File: src/rtl/clock_set_controller.sv
// Purpose : mode sequencer for the clock; turns debounced Mode/Inc release pulses into
//           RUN / SET_HOURS / SET_MINUTES stepping, counter increment/clear pulses and
//           the blink mask for the digit being edited.
// Latency : one cycle; every output is registered and reflects the edge that samples the input.
// Backpressure: none; every high cycle of an input pulse is consumed as one event.
//
// Ports:
//   i_Clock          system clock, rising edge
//   i_Reset          synchronous active-high reset (priority over all inputs)
//   i_Mode_Released  Mode button release pulse
//   i_Inc_Released   Inc button release pulse
//   o_Run            high in RUN (enables seconds counting)
//   o_Inc_Hours      one-cycle hours +1 command
//   o_Inc_Minutes    one-cycle minutes +1 command
//   o_Clear_Seconds  one-cycle seconds clear, issued when leaving SET_MINUTES via Mode
//   o_Hide_Hours     blank hour digits (blink off phase in SET_HOURS)
//   o_Hide_Minutes   blank minute digits (blink off phase in SET_MINUTES)
//
// Optional build macro CLOCK_SET_TIMEOUT_EN: adds an inactivity timeout that returns to RUN
// after TIMEOUT_BLINKS blink half-periods without a button pulse (no seconds clear).

module clock_set_controller #(
   parameter int BLINK_CYCLES   = 50_000_000,
   parameter int TIMEOUT_BLINKS = 20
) (
   input  logic i_Clock,
   input  logic i_Reset,
   input  logic i_Mode_Released,
   input  logic i_Inc_Released,
   output logic o_Run,
   output logic o_Inc_Hours,
   output logic o_Inc_Minutes,
   output logic o_Clear_Seconds,
   output logic o_Hide_Hours,
   output logic o_Hide_Minutes
);

   localparam int                BLINK_W    = $clog2(BLINK_CYCLES);
   localparam logic [BLINK_W-1:0] BLINK_LAST = BLINK_W'(BLINK_CYCLES - 1);

   typedef enum logic [1:0] {
      RUN         = 2'd0,
      SET_HOURS   = 2'd1,
      SET_MINUTES = 2'd2,
      ILLEGAL     = 2'd3
   } state_t;

   state_t               r_State;
   logic [BLINK_W-1:0]   r_Blink_Cnt;
   logic                 r_Phase_Hidden;

   state_t               w_Next_State;
   logic                 w_Inc_Hours;
   logic                 w_Inc_Minutes;
   logic                 w_Clear_Seconds;
   logic                 w_Inc_Accepted;
   logic                 w_Next_In_Set;
   logic                 w_Blink_Wrap;
   logic [BLINK_W-1:0]   w_Next_Blink_Cnt;
   logic                 w_Next_Phase_Hidden;
   logic                 w_Timeout_Hit;

`ifdef CLOCK_SET_TIMEOUT_EN
   localparam int                  TO_W    = $clog2(TIMEOUT_BLINKS + 1);
   localparam logic [TO_W-1:0]     TO_LAST = TO_W'(TIMEOUT_BLINKS);

   logic [TO_W-1:0] r_Timeout_Cnt;
   logic [TO_W-1:0] w_Next_Timeout_Cnt;

   // A timeout only fires on a quiet cycle; any button pulse takes the normal path instead.
   assign w_Timeout_Hit = ((r_State == SET_HOURS) || (r_State == SET_MINUTES)) &&
                          !i_Mode_Released && !i_Inc_Released &&
                          (r_Timeout_Cnt == TO_LAST);
`else
   logic w_unused_timeout_cfg;
   assign w_unused_timeout_cfg = (TIMEOUT_BLINKS > 0);
   assign w_Timeout_Hit        = 1'b0;
`endif

   // Next-state and command decode. Mode is checked before Inc so a simultaneous
   // press steps the mode and drops the increment.
   always_comb begin
      w_Next_State    = r_State;
      w_Inc_Hours     = 1'b0;
      w_Inc_Minutes   = 1'b0;
      w_Clear_Seconds = 1'b0;
      w_Inc_Accepted  = 1'b0;
      case (r_State)
         RUN: begin
            if (i_Mode_Released) w_Next_State = SET_HOURS;
         end
         SET_HOURS: begin
            if (i_Mode_Released) begin
               w_Next_State = SET_MINUTES;
            end else if (i_Inc_Released) begin
               w_Inc_Hours    = 1'b1;
               w_Inc_Accepted = 1'b1;
            end
         end
         SET_MINUTES: begin
            if (i_Mode_Released) begin
               w_Next_State    = RUN;
               w_Clear_Seconds = 1'b1;
            end else if (i_Inc_Released) begin
               w_Inc_Minutes  = 1'b1;
               w_Inc_Accepted = 1'b1;
            end
         end
         default: begin
            w_Next_State = RUN;
         end
      endcase
      if (w_Timeout_Hit) w_Next_State = RUN;
   end

   // Blink timing. Entering a SET state or accepting an Inc restarts the visible
   // half-period so the edited digits stay lit while the user is stepping them.
   always_comb begin
      w_Next_In_Set       = (w_Next_State == SET_HOURS) || (w_Next_State == SET_MINUTES);
      w_Next_Blink_Cnt    = r_Blink_Cnt;
      w_Next_Phase_Hidden = r_Phase_Hidden;
      w_Blink_Wrap        = 1'b0;
      if (!w_Next_In_Set) begin
         w_Next_Blink_Cnt    = '0;
         w_Next_Phase_Hidden = 1'b0;
      end else if ((w_Next_State != r_State) || w_Inc_Accepted) begin
         w_Next_Blink_Cnt    = '0;
         w_Next_Phase_Hidden = 1'b0;
      end else if (r_Blink_Cnt == BLINK_LAST) begin
         w_Next_Blink_Cnt    = '0;
         w_Next_Phase_Hidden = ~r_Phase_Hidden;
         w_Blink_Wrap        = 1'b1;
      end else begin
         w_Next_Blink_Cnt    = r_Blink_Cnt + 1'b1;
      end
   end

`ifdef CLOCK_SET_TIMEOUT_EN
   always_comb begin
      w_Next_Timeout_Cnt = r_Timeout_Cnt;
      if (i_Mode_Released || i_Inc_Released || (w_Next_State != r_State) || !w_Next_In_Set) begin
         w_Next_Timeout_Cnt = '0;
      end else if (w_Blink_Wrap) begin
         w_Next_Timeout_Cnt = r_Timeout_Cnt + 1'b1;
      end
   end

   always_ff @(posedge i_Clock) begin
      if (i_Reset) r_Timeout_Cnt <= '0;
      else         r_Timeout_Cnt <= w_Next_Timeout_Cnt;
   end
`endif

   always_ff @(posedge i_Clock) begin
      if (i_Reset) begin
         r_State         <= RUN;
         r_Blink_Cnt     <= '0;
         r_Phase_Hidden  <= 1'b0;
         o_Run           <= 1'b1;
         o_Inc_Hours     <= 1'b0;
         o_Inc_Minutes   <= 1'b0;
         o_Clear_Seconds <= 1'b0;
         o_Hide_Hours    <= 1'b0;
         o_Hide_Minutes  <= 1'b0;
      end else begin
         r_State         <= w_Next_State;
         r_Blink_Cnt     <= w_Next_Blink_Cnt;
         r_Phase_Hidden  <= w_Next_Phase_Hidden;
         o_Run           <= (w_Next_State == RUN);
         o_Inc_Hours     <= w_Inc_Hours;
         o_Inc_Minutes   <= w_Inc_Minutes;
         o_Clear_Seconds <= w_Clear_Seconds;
         o_Hide_Hours    <= (w_Next_State == SET_HOURS) && w_Next_Phase_Hidden;
         o_Hide_Minutes  <= (w_Next_State == SET_MINUTES) && w_Next_Phase_Hidden;
      end
   end

endmodule

File: config.mk
export PLATFORM = sky130hd
export DESIGN_NAME = clock_set_controller
export DESIGN_NICKNAME = d
export VERILOG_FILES = /design/src/rtl/clock_set_controller.sv
export SDC_FILE = /design/constraint.sdc
export NUM_CORES = 1
export LEC_CHECK = 0
export ABC_AREA = 1
export CORE_MARGIN = 3
export CORE_UTILIZATION = 51
export CTS_BUF_LIST = sky130_fd_sc_hd__clkbuf_2
export CTS_CLUSTER_SIZE = 24
export DETAILED_ROUTE_END_ITERATION = 12
export GPL_ROUTABILITY_DRIVEN = 0
export HOLD_SLACK_MARGIN = 0.08
export PLACE_DENSITY = 0.68
export SLEW_MARGIN = 15
export SYNTH_ARGS = -nofsm -noshare
export SYNTH_HDL_FRONTEND = slang
export SYNTH_SLANG_ARGS = --single-unit
File: constraint.sdc
create_clock -name i_Clock -period 3.9 [get_ports i_Clock]
set_input_delay 0.78 -clock i_Clock [delete_from_list [all_inputs] [get_ports i_Clock]]
set_output_delay 0.78 -clock i_Clock [all_outputs]
set_load 0.05 [all_outputs]
# Word level (Yosys, flattened, before mapping)
# Cells that the tools add are included.
# W data, S select, Z words.
# word_totals
wordCells	41
input_bits	4
reg_bits	35
# classes
eq_ne	6
muxes	11
n_bitwise	4
n_addsub	1
n_reduce_logical	10
# op_table
operator	n
$add A26 B1 Y26 const B	1
$eq A26 B26 Y1 const B	1
$mux W1	7
$mux W2	3
$pmux W2 S3	1
$reduce_or A2 Y1	3
$eq A2 B1 Y1 const B	2
$eq A2 B2 Y1 const B	2
$logic_not A2 Y1	2
$not A1 Y1	4
$reduce_or A4 Y1	1
$logic_and A1 B1 Y1	2
$logic_or A1 B1 Y1	2
$ne A2 B2 Y1	1

# Logic depth before layout (Yosys ltp)
# Gate-level depths: netlist of the first run.
# depth
depth_word	7
ltp_mapped	15
ltp_nobuf	15

# Worst setup path after synthesis of the first run
# Ideal clock, no wire load.
# synth_timing
path_kind	input-to-reg
startpoint	input port i_Mode_Released
endpoint	register r_Blink_Cnt[3]
setup_ps	66
path_stages	11
arrival_ps	2096
path_slack_ps	1738
cell_sequence	nor2_1 nor3b_1 o21ai_0 ha_1 inv_1 nor2_1 nand2_1 a21oi_1 nand2_2 buf_6 a21oi_2
# synth_via
elab_chain_len	6
# synth_lines
element	line	text
start: declaration	28	input logic i_Mode_Released,
$mux W2 (on tied branches)	101, 90, 93	
$pmux W2 S3	88	case (r_State)
$eq A2 B1 Y1 / $eq A2 B2 Y1 (equally long branches)	119	w_Next_In_Set = (w_Next_State == SET_HOURS) || (w_Next_State == SET_MINUTES);
$logic_or A1 B1 Y1	119	
$not A1 Y1 (no source line)	--	
$reduce_or A4 Y1 (no source line) (*)	--	
end signal: assignment	167	r_Blink_Cnt <= w_Next_Blink_Cnt;
end: declaration	49	logic [BLINK_W-1:0] r_Blink_Cnt;
# Mark *: on every way between the ends. The rest lies on a longest branch, timed or not.
# A chain may end at the register's enable or synchronous reset.

# Worst setup path in the final report of the first run
# layout_timing
startpoint	input port i_Mode_Released
endpoint	register r_Blink_Cnt[23]
# The elaborated chain is that of the path after synthesis.

==> results.md, run 1 <==
- Mux cell area share after synthesis: 0%
- Buf+Inv Stages, Crit Path: 4
- Pin count of the biggest net entering global routing: 22
- Dominant combinational cell family by area after synthesis: simple AND/OR/NAND/NOR gates
- Number of buffers inserted by post-CTS setup repair: 0
- Post-synthesis instance total: 296
- Drt wl/cell: 10.98 um
- CP endpoint kind: flip-flop
- Initial drt markers: roughly 110
- Finish-stage setup viols: 0
- Std-Cell Rows: 21
- Type of the tightest min-delay check: flip-flop to flip-flop
- Top achievable clock speed: 363.5 MHz
- Worst path slowest cell: sky130_fd_sc_hd__clkdlybuf4s50_1
- Proportion of power drawn by the clock network: approximately a quarter
- Startpoint of the worst register-to-register path: r_State[1]
- Gr usage total: 19.88%
- Design internal power: 0.4276 mW
- Critical Path Start Type: primary input
- XOR/XNOR share of the synthesized area: approximately 4.9%
- Detail-routed via count per cell: 4.719
- Critical path origin: i_Mode_Released
- Sequential share of power: 62.0%
- Inst Count DP: about 350
- Detailed placer's ending HPWL: 3066 um
- Type of the worst setup path: primary input to flip-flop
- Number of ports placed on the die boundary: 10
- Worst Clk Skew: 0.01681 ns
- Total standard cell area after synthesis: 0.001952 mm^2
- Slew at the pin closest to its max-slew limit: ~0.53 ns
- Antenna violations before repair: 0
- First-pass iteration count of the detailed router: 4
- Total of cells resized after clock tree synthesis: 0
- Vias in the first global route: approximately 1500
- Met2 routing resource usage after global routing: 25.52%
- Synthesized flop and latch total: 35
- Number of nets with antenna violations after routing: 0
- Post-synth cell types: 23
- Relative slew slack: 64.65%
- Largest incremental delay on the critical path: 0.52 ns
- Number of antenna cells inserted: 0
- Post-route core utilization: 59.95%
- Die Outline Area: ~0.0046 mm^2
- Post-detailed-route DRC marker count: 0
- Adder-cell share of the synthesized area: between 5 and 6%
- Quantity of hold-fixing buffers added after cts: 0
- Wire length of the first global-routing pass: 6782 um
- Insertion delay to the later sink of the worst-skew pair: 0.37 ns
- Sequential cell area fraction in the yosys report: 35.90%
- Maximum VDD drop: 209.9 uV
- TritonCTS clock tree: built
- Series of cell instances along the critical path: clkdlybuf4s50_1 -> nor2_1 -> nor3b_1 -> o21ai_0 -> ha_1 -> inv_1 -> nor2_1 -> nand2_1 -> a21oi_1 -> nand2_2 -> inv_2 -> nand2_1 -> inv_1
- Most Crowded Layer GR: met1
- Global routing usage on met3: ~4.3%
- Synthesis Warnings: 0
- Num Clock Sinks: 35
- Total via count after detailed routing: 1680
- Sw Pwr: 0.1692 mW
- Startpoint of the worst hold path: r_Blink_Cnt[0]
- Proportion of layout cells with a drive suffix above 1: around 9.0%
- Fraction of the cycle the final worst path needs: 70.53%
- Final worst path period need: 2.751 ns
- Final total power: 0.5968 mW
- Total Nets Final: 322
- Final Hold Fails: 0
- Biggest fanout along the worst timing path: 21
- Result of the run: finished clean
- Post-Synth Simple-Gate Area: 41.79%
- Routed WL: 3909 um
- Final Instance Count excl. Fillers: between 300 and 400
- Leakage power of the design: 0.8185 nW
- Share of total power in combinational logic: between 10% and 20%
- Maximum clock path buffer count: 2
- Standard cell core area: between 0.003 and 0.004 mm^2
- Required time at the worst-slack endpoint: 4.24 ns
- Fin. max-slew vios: 0
- Number of CTS-inserted buffers: 5
- Average cell area after synthesis: roughly 6.6 um^2
- Vert. Die Dim: 67.87 um
- Compound-Gate Fraction of Synth Area: 3.205%
- Clock slew at reported path FFs: 0.17 ns
- RSZ-0062 raised after global routing: no
- Overflow after GRT: 0
- Port buffer count: 9
- Final TNS setup: 0 ns
- Power density over the cells: 282.7 mW/mm^2
- Register-to-register setup slack: 1.35 ns
- Chip width: 67.87 um
- Area added between synthesis and finish: 8.141%
- Synthesized netlist net count: between 300 and 400
- Switching share of power: 28.35%
- Max-cap violations: 0
- Critical path arrival: about 3.1 ns
- Root Buffer Master: sky130_fd_sc_hd__clkbuf_2
- Starting Density: 55.44%
- H-tree levels: 2
- Kind of cell adding the most delay to the critical path: buffers and inverters
- Met1 Track Usage GR: a little under a third
synthesized netlist by cell type:
library cell | n | area [um^2]
sky130_fd_sc_hd__inv_2 | 2 | 7.510
sky130_fd_sc_hd__nor2_1 | 62 | 232.7
sky130_fd_sc_hd__nand3b_1 | 4 | 30.03
sky130_fd_sc_hd__nor2_2 | 8 | 50.05
sky130_fd_sc_hd__o21ai_0 | 2 | 10.01
sky130_fd_sc_hd__nand2_2 | 3 | 18.77
sky130_fd_sc_hd__nor3_1 | 4 | 20.02
sky130_fd_sc_hd__xnor2_1 | 5 | 43.79
sky130_fd_sc_hd__dfxtp_1 | 35 | 700.7
sky130_fd_sc_hd__a21oi_2 | 4 | 35.03
sky130_fd_sc_hd__buf_6 | 2 | 22.52
sky130_fd_sc_hd__nand3_1 | 13 | 65.06
sky130_fd_sc_hd__nand4_1 | 2 | 12.51
sky130_fd_sc_hd__nand2_1 | 88 | 330.3
sky130_fd_sc_hd__inv_1 | 39 | 146.4
sky130_fd_sc_hd__nor2_4 | 2 | 22.52
sky130_fd_sc_hd__ha_1 | 8 | 100.1
sky130_fd_sc_hd__xor2_1 | 6 | 52.55
sky130_fd_sc_hd__a21oi_1 | 2 | 10.01
sky130_fd_sc_hd__nand3_2 | 2 | 20.02
sky130_fd_sc_hd__nor3b_1 | 1 | 7.510
sky130_fd_sc_hd__or2_2 | 1 | 6.260
sky130_fd_sc_hd__o21bai_1 | 1 | 7.510
final timing paths:
path / to / depth (start not counted)
min: r_Blink_Cnt[0] / 1
max: r_Blink_Cnt[23] / 13
min reg2reg: r_Blink_Cnt[0] / 1
max reg2reg: r_Blink_Cnt[23] / 15
cell type report:
class | count | area [um^2]
Clock buffer | 5 | 25.02
Timing Repair Buffer | 9 | 90.09
Inverter | 41 | 153.9
Clock inverter | 2 | 8.758
Sequential cell | 35 | 700.7
Multi-Input combinational cell | 218 | 1075
Fill cell | 393 | 1410
Tap cell | 46 | 57.56
state kept, by name, summed over array words and instances, names as in the netlist:
| signal | count |
|---|---|
| o_Clear_Seconds | 1 |
| o_Hide_Hours | 1 |
| o_Hide_Minutes | 1 |
| o_Inc_Hours | 1 |
| o_Inc_Minutes | 1 |
| o_Run | 1 |
| r_Blink_Cnt | 26 |
| r_Phase_Hidden | 1 |
| r_State | 2 |
metrics by stage:
step                hold WS (ns)  instance area, um^2  setup slack [ns]
finish                    0.4864                 2111             1.149
global route              0.5385                 2111            0.8475
CTS                       0.4978                 2111             1.160
detailed placement        0.4597                 2077            0.7364
global placement          0.4546                 2077            0.8176
floorplan                 0.4296                 1952             1.738
layer usage:
metal / share of wire, % / vias to the layer above / routed length [um]
met4: 1.9 / 0 / 76
met3: 5.0 / 8 / 196
met5: 0 / - / 0
li1: - / 925 / -
met2: 39 / 29 / 1507
met1: 54 / 718 / 2129
layout by cell type (no fill, tap or decap), types with 2 or more instances in the layout:
cell type,n
sky130_fd_sc_hd__clkbuf_2,5
sky130_fd_sc_hd__nand4_1,2
sky130_fd_sc_hd__clkdlybuf4s50_1,9
sky130_fd_sc_hd__inv_1,39
sky130_fd_sc_hd__nor3_1,4
sky130_fd_sc_hd__ha_1,8
sky130_fd_sc_hd__xnor2_1,5
sky130_fd_sc_hd__nor2_2,8
sky130_fd_sc_hd__nor2_4,2
sky130_fd_sc_hd__o21ai_0,2
sky130_fd_sc_hd__a21oi_2,4
sky130_fd_sc_hd__nor2_1,62
sky130_fd_sc_hd__nand2_1,88
sky130_fd_sc_hd__xor2_1,6
sky130_fd_sc_hd__nand3_2,2
sky130_fd_sc_hd__nand3b_1,4
sky130_fd_sc_hd__dfxtp_1,35
sky130_fd_sc_hd__nand3_1,13
sky130_fd_sc_hd__inv_2,2
sky130_fd_sc_hd__nand2_2,3
sky130_fd_sc_hd__a21oi_1,2
power by group through the flow:
stage | combinational, mW | sequential (mW) | clock, mW
2_1_floorplan | 0.0526 | 0.385 | 0
3_3_place_gp | 0.0758 | 0.378 | 0
3_5_place_dp | 0.0757 | 0.378 | 0
4_1_cts | 0.0759 | 0.370 | 0.160
5_1_grt | 0.0873 | 0.372 | 0.173
6_report | 0.0760 | 0.370 | 0.151
cell families (layout without fill, tap and decap cells):
| logic type | after synthesis | count (layout) |
|---|---|---|
| xor+xnor | 11 | 11 |
| fa+ha+maj | 8 | 8 |
| compound gates | 9 | 9 |
| flops | 35 | 35 |
| simple gates | 190 | 190 |
| buf+inv | 43 | 57 |
No activity file was read; power rests on OpenSTA's default activity.
==> run 2, diff against run 1 <==
--- a/config.mk
+++ b/config.mk
@@ -13,7 +13,7 @@
 export DETAILED_ROUTE_END_ITERATION = 12
 export GPL_ROUTABILITY_DRIVEN = 0
 export HOLD_SLACK_MARGIN = 0.08
-export PLACE_DENSITY = 0.68
+export PLACE_DENSITY = 0.71
 export SLEW_MARGIN = 15
 export SYNTH_ARGS = -nofsm -noshare
 export SYNTH_HDL_FRONTEND = slang
==> constraint.sdc (replaced) <==
create_clock -name i_Clock -period 2.3 [get_ports i_Clock]
set_input_delay 0.46 -clock i_Clock [delete_from_list [all_inputs] [get_ports i_Clock]]
set_output_delay 0.46 -clock i_Clock [all_outputs]
set_load 0.05 [all_outputs]
==> run 2 against run 1 <==
Net effect: setup slack got worse by 0.95 ns; global-route usage increased by 0.17 points; largest cell class unchanged; largest power group unchanged; total power increased by 82%; sequential power increased by 70%; core utilization increased by 2.8 points; routed wire length increased by 4.2%; sequential cell count unchanged; clock-buffer cell count increased by 2; die area unchanged.
==> results.md, run 2 (same netlist as run 1, synthesis figures left out) <==
- Critical path arrival: 2.45 ns (-0.64 ns)
- Pin count of the biggest net entering global routing: 11 (-50%)
- Insertion delay to the later sink of the worst-skew pair: 0.38 ns (about the same)
- Root Buffer Master: sky130_fd_sc_hd__clkbuf_2
- Register-to-register setup slack: 0.20 ns (-1.15 ns)
- Registers with the most flip-flops: r_Blink_Cnt (26), r_State (2)
- Required time at the worst-slack endpoint: 2.65 ns (-1.59 ns)
- Std-Cell Rows: 21 (unchanged)
- Number of flip-flops under the largest register name: 26 (unchanged)
- Final-layout worst hold slack: 0.4899 ns (+0.003570 ns)
- Fin. max-slew vios: 0 (unchanged)
- Die Outline Area: 0.004606 mm^2 (unchanged)
- Num Clock Sinks: 35 (unchanged)
- Number of antenna cells inserted: 0 (unchanged)
- Finish-stage setup viols: 0 (unchanged)
- Detailed placer's ending HPWL: 3179 um (+3.7%)
- Chip width: 67.87 um (unchanged)
- Overflow after GRT: 0 (unchanged)
- Met1 Track Usage GR: 27.77% (-2.9 points)
- Result of the run: finished clean
- Routed WL: 4075 um (+4.2%)
- Final TNS setup: 0 ns (unchanged)
- Most Crowded Layer GR: met2
- Met2 routing resource usage after global routing: 29.65% (+4.1 points)
- Critical register-to-register path endpoint: r_Blink_Cnt[24]
- Most frequent standard cell in the layout excluding fill and tap cells: sky130_fd_sc_hd__nand2_1
- Number of ports placed on the die boundary: 10 (unchanged)
- Number of nets with antenna violations after routing: 0 (unchanged)
- Startpoint of the worst register-to-register path: r_State[0]
- Worst Reg2Reg Path Length in Cells: 15 (unchanged)
- Vert. Die Dim: 67.87 um (unchanged)
- Setup slack after placement: -0.2223 ns (-0.9587 ns)
- Final worst path period need: 2.101 ns
- Maximum VDD drop: 318.2 uV (+52%)
- Detail-routed via count per cell: 4.803 (+1.8%)
- Clock slew at reported path FFs: 0.17 ns (about the same)
- Proportion of layout cells with a drive suffix above 1: 13.48% (+4.4 points)
- Standard cell core area: 0.003521 mm^2 (unchanged)
- Area added between synthesis and finish: 13.21%
- Top register by number of flip-flops: r_Blink_Cnt
- Maximum clock path buffer count: 2 (unchanged)
- Biggest fanout along the worst timing path: 6 (-71%)
- Top achievable clock speed: 475.9 MHz
- Total via count after detailed routing: 1753 (+4.3%)
- Inst Count DP: 356 (+2.0%)
- Worst-case setup margin in the final layout: 0.1989 ns (-0.9504 ns)
- Port buffer count: 9 (unchanged)
- Commonest non-fill, non-tap cells in the layout: sky130_fd_sc_hd__nand2_1, sky130_fd_sc_hd__nor2_1, sky130_fd_sc_hd__inv_1
- Relative slew slack: 66.48% (+1.8 points)
- Global routing usage on met3: 4.433% (+0.16 points)
- Fraction of the cycle the final worst path needs: 91.35%
- Type of the worst setup path: flip-flop to flip-flop
- Worst Clk Skew: 0.005200 ns (-0.01161 ns)
- Total Nets Final: 330 (+2.5%)
- Max-cap violations: 0 (unchanged)
- Final Instance Count excl. Fillers: 365 (+2.5%)
- Starting Density: 55.44% (unchanged)
- Initial drt markers: 85 (-24%)
- H-tree levels: 2 (unchanged)
- Antenna violations before repair: 0 (unchanged)
- TritonCTS clock tree: built
- Power density over the cells: 491.2 mW/mm^2 (+74%)
- Post-route core utilization: 62.76% (+2.8 points)
- Slew at the pin closest to its max-slew limit: 0.5013 ns (-0.02715 ns)
- Number of cells on the worst hold path: 1 (unchanged)
- Leakage power of the design: 0.8713 nW (+6.5%)
- Vias in the first global route: 1632 (+10%)
- Critical Path Start Type: flip-flop
- Worst hold path endpoint: r_Blink_Cnt[0]
- Quantity of hold-fixing buffers added after cts: 0 (unchanged)
- Startpoint of the worst hold path: r_Blink_Cnt[0]
- Post-detailed-route DRC marker count: 0 (unchanged)
- CP endpoint kind: flip-flop
- Gr usage total: 20.05% (+0.17 points)
- Final Hold Fails: 0 (unchanged)
- Wire length of the first global-routing pass: 6913 um (+1.9%)
- Number of CTS-inserted buffers: 5 (unchanged)
- First-pass iteration count of the detailed router: 4 (unchanged)
- Type of the tightest min-delay check: flip-flop to flip-flop
- Drt wl/cell: 11.16 um (+1.7%)
==> run 2: metal layers <==
| metal | share of wire, % | wire, um |
|---|---|---|
| met1 | 50 | 2038 |
| met2 | 43 | 1755 |
| met3 | 4.4 | 179 |
| met4 | 2.5 | 101 |
| met5 | 0 | 0 |
==> run 2: through the flow <==
stage	area [um^2]	power (mW)
2_1_floorplan	1952	0.7428
3_3_place_gp	2130	0.7950
3_5_place_dp	2130	0.7949
4_1_cts	2170	1.072
5_1_grt	2210	1.132
6_report	2210	1.085
==> run 2: worst max-delay path by stage <==
stage / from / end / slack, ns / cells past startpoint
floorplan: r_State[1] / r_Blink_Cnt[9] / 0.27 / 14
global placement: i_Mode_Released / r_Blink_Cnt[17] / -0.12 / 12
detailed placement: i_Mode_Released / r_Blink_Cnt[15] / -0.22 / 12
CTS: r_State[0] / r_Blink_Cnt[14] / 0.04 / 14
global route: r_State[0] / r_Blink_Cnt[2] / -0.04 / 14
finish: r_State[0] / r_Blink_Cnt[24] / 0.20 / 15
==> run 2: what timing repair did <==
action                                 CTS  global route
setup buffers                            0             1
endpoints found under the hold margin    0             0
gates resized for setup                  0            11
setup endpoints to repair                0            29
==> run 2: worst max-delay path: stages (launching register included) <==
cell and delay [ns]:
sky130_fd_sc_hd__dfxtp_4 0.40, sky130_fd_sc_hd__inv_1 0.06, sky130_fd_sc_hd__ha_1 0.22, sky130_fd_sc_hd__nor2_1 0.15, sky130_fd_sc_hd__nand2_2 0.09, sky130_fd_sc_hd__nor3b_2 0.16
sky130_fd_sc_hd__o21ai_1 0.11, sky130_fd_sc_hd__ha_1 0.17, sky130_fd_sc_hd__inv_1 0.04, sky130_fd_sc_hd__nor2_1 0.08, sky130_fd_sc_hd__nand2_1 0.07, sky130_fd_sc_hd__a21oi_2 0.17
sky130_fd_sc_hd__nand2_4 0.11, sky130_fd_sc_hd__inv_2 0.14, sky130_fd_sc_hd__nand2_1 0.07, sky130_fd_sc_hd__inv_1 0.05
==> run 2: report_power, final <==
part / total [mW] / switching (mW) / internal [mW]
clock network: 0.282 / 0.199 / 0.0829
registers: 0.629 / 0.00926 / 0.619
logic: 0.175 / 0.101 / 0.0741
==> run 2: layout make-up <==
class / count / area (um^2)
timing repair buffer: 17 / 161.4
tap: 46 / 57.56
multi-input combinational: 218 / 1091
clock buffer: 7 / 35.03
inverter: 41 / 153.9
fill: 354 / 1311
sequential: 35 / 705.7
clock inverter: 1 / 5.005
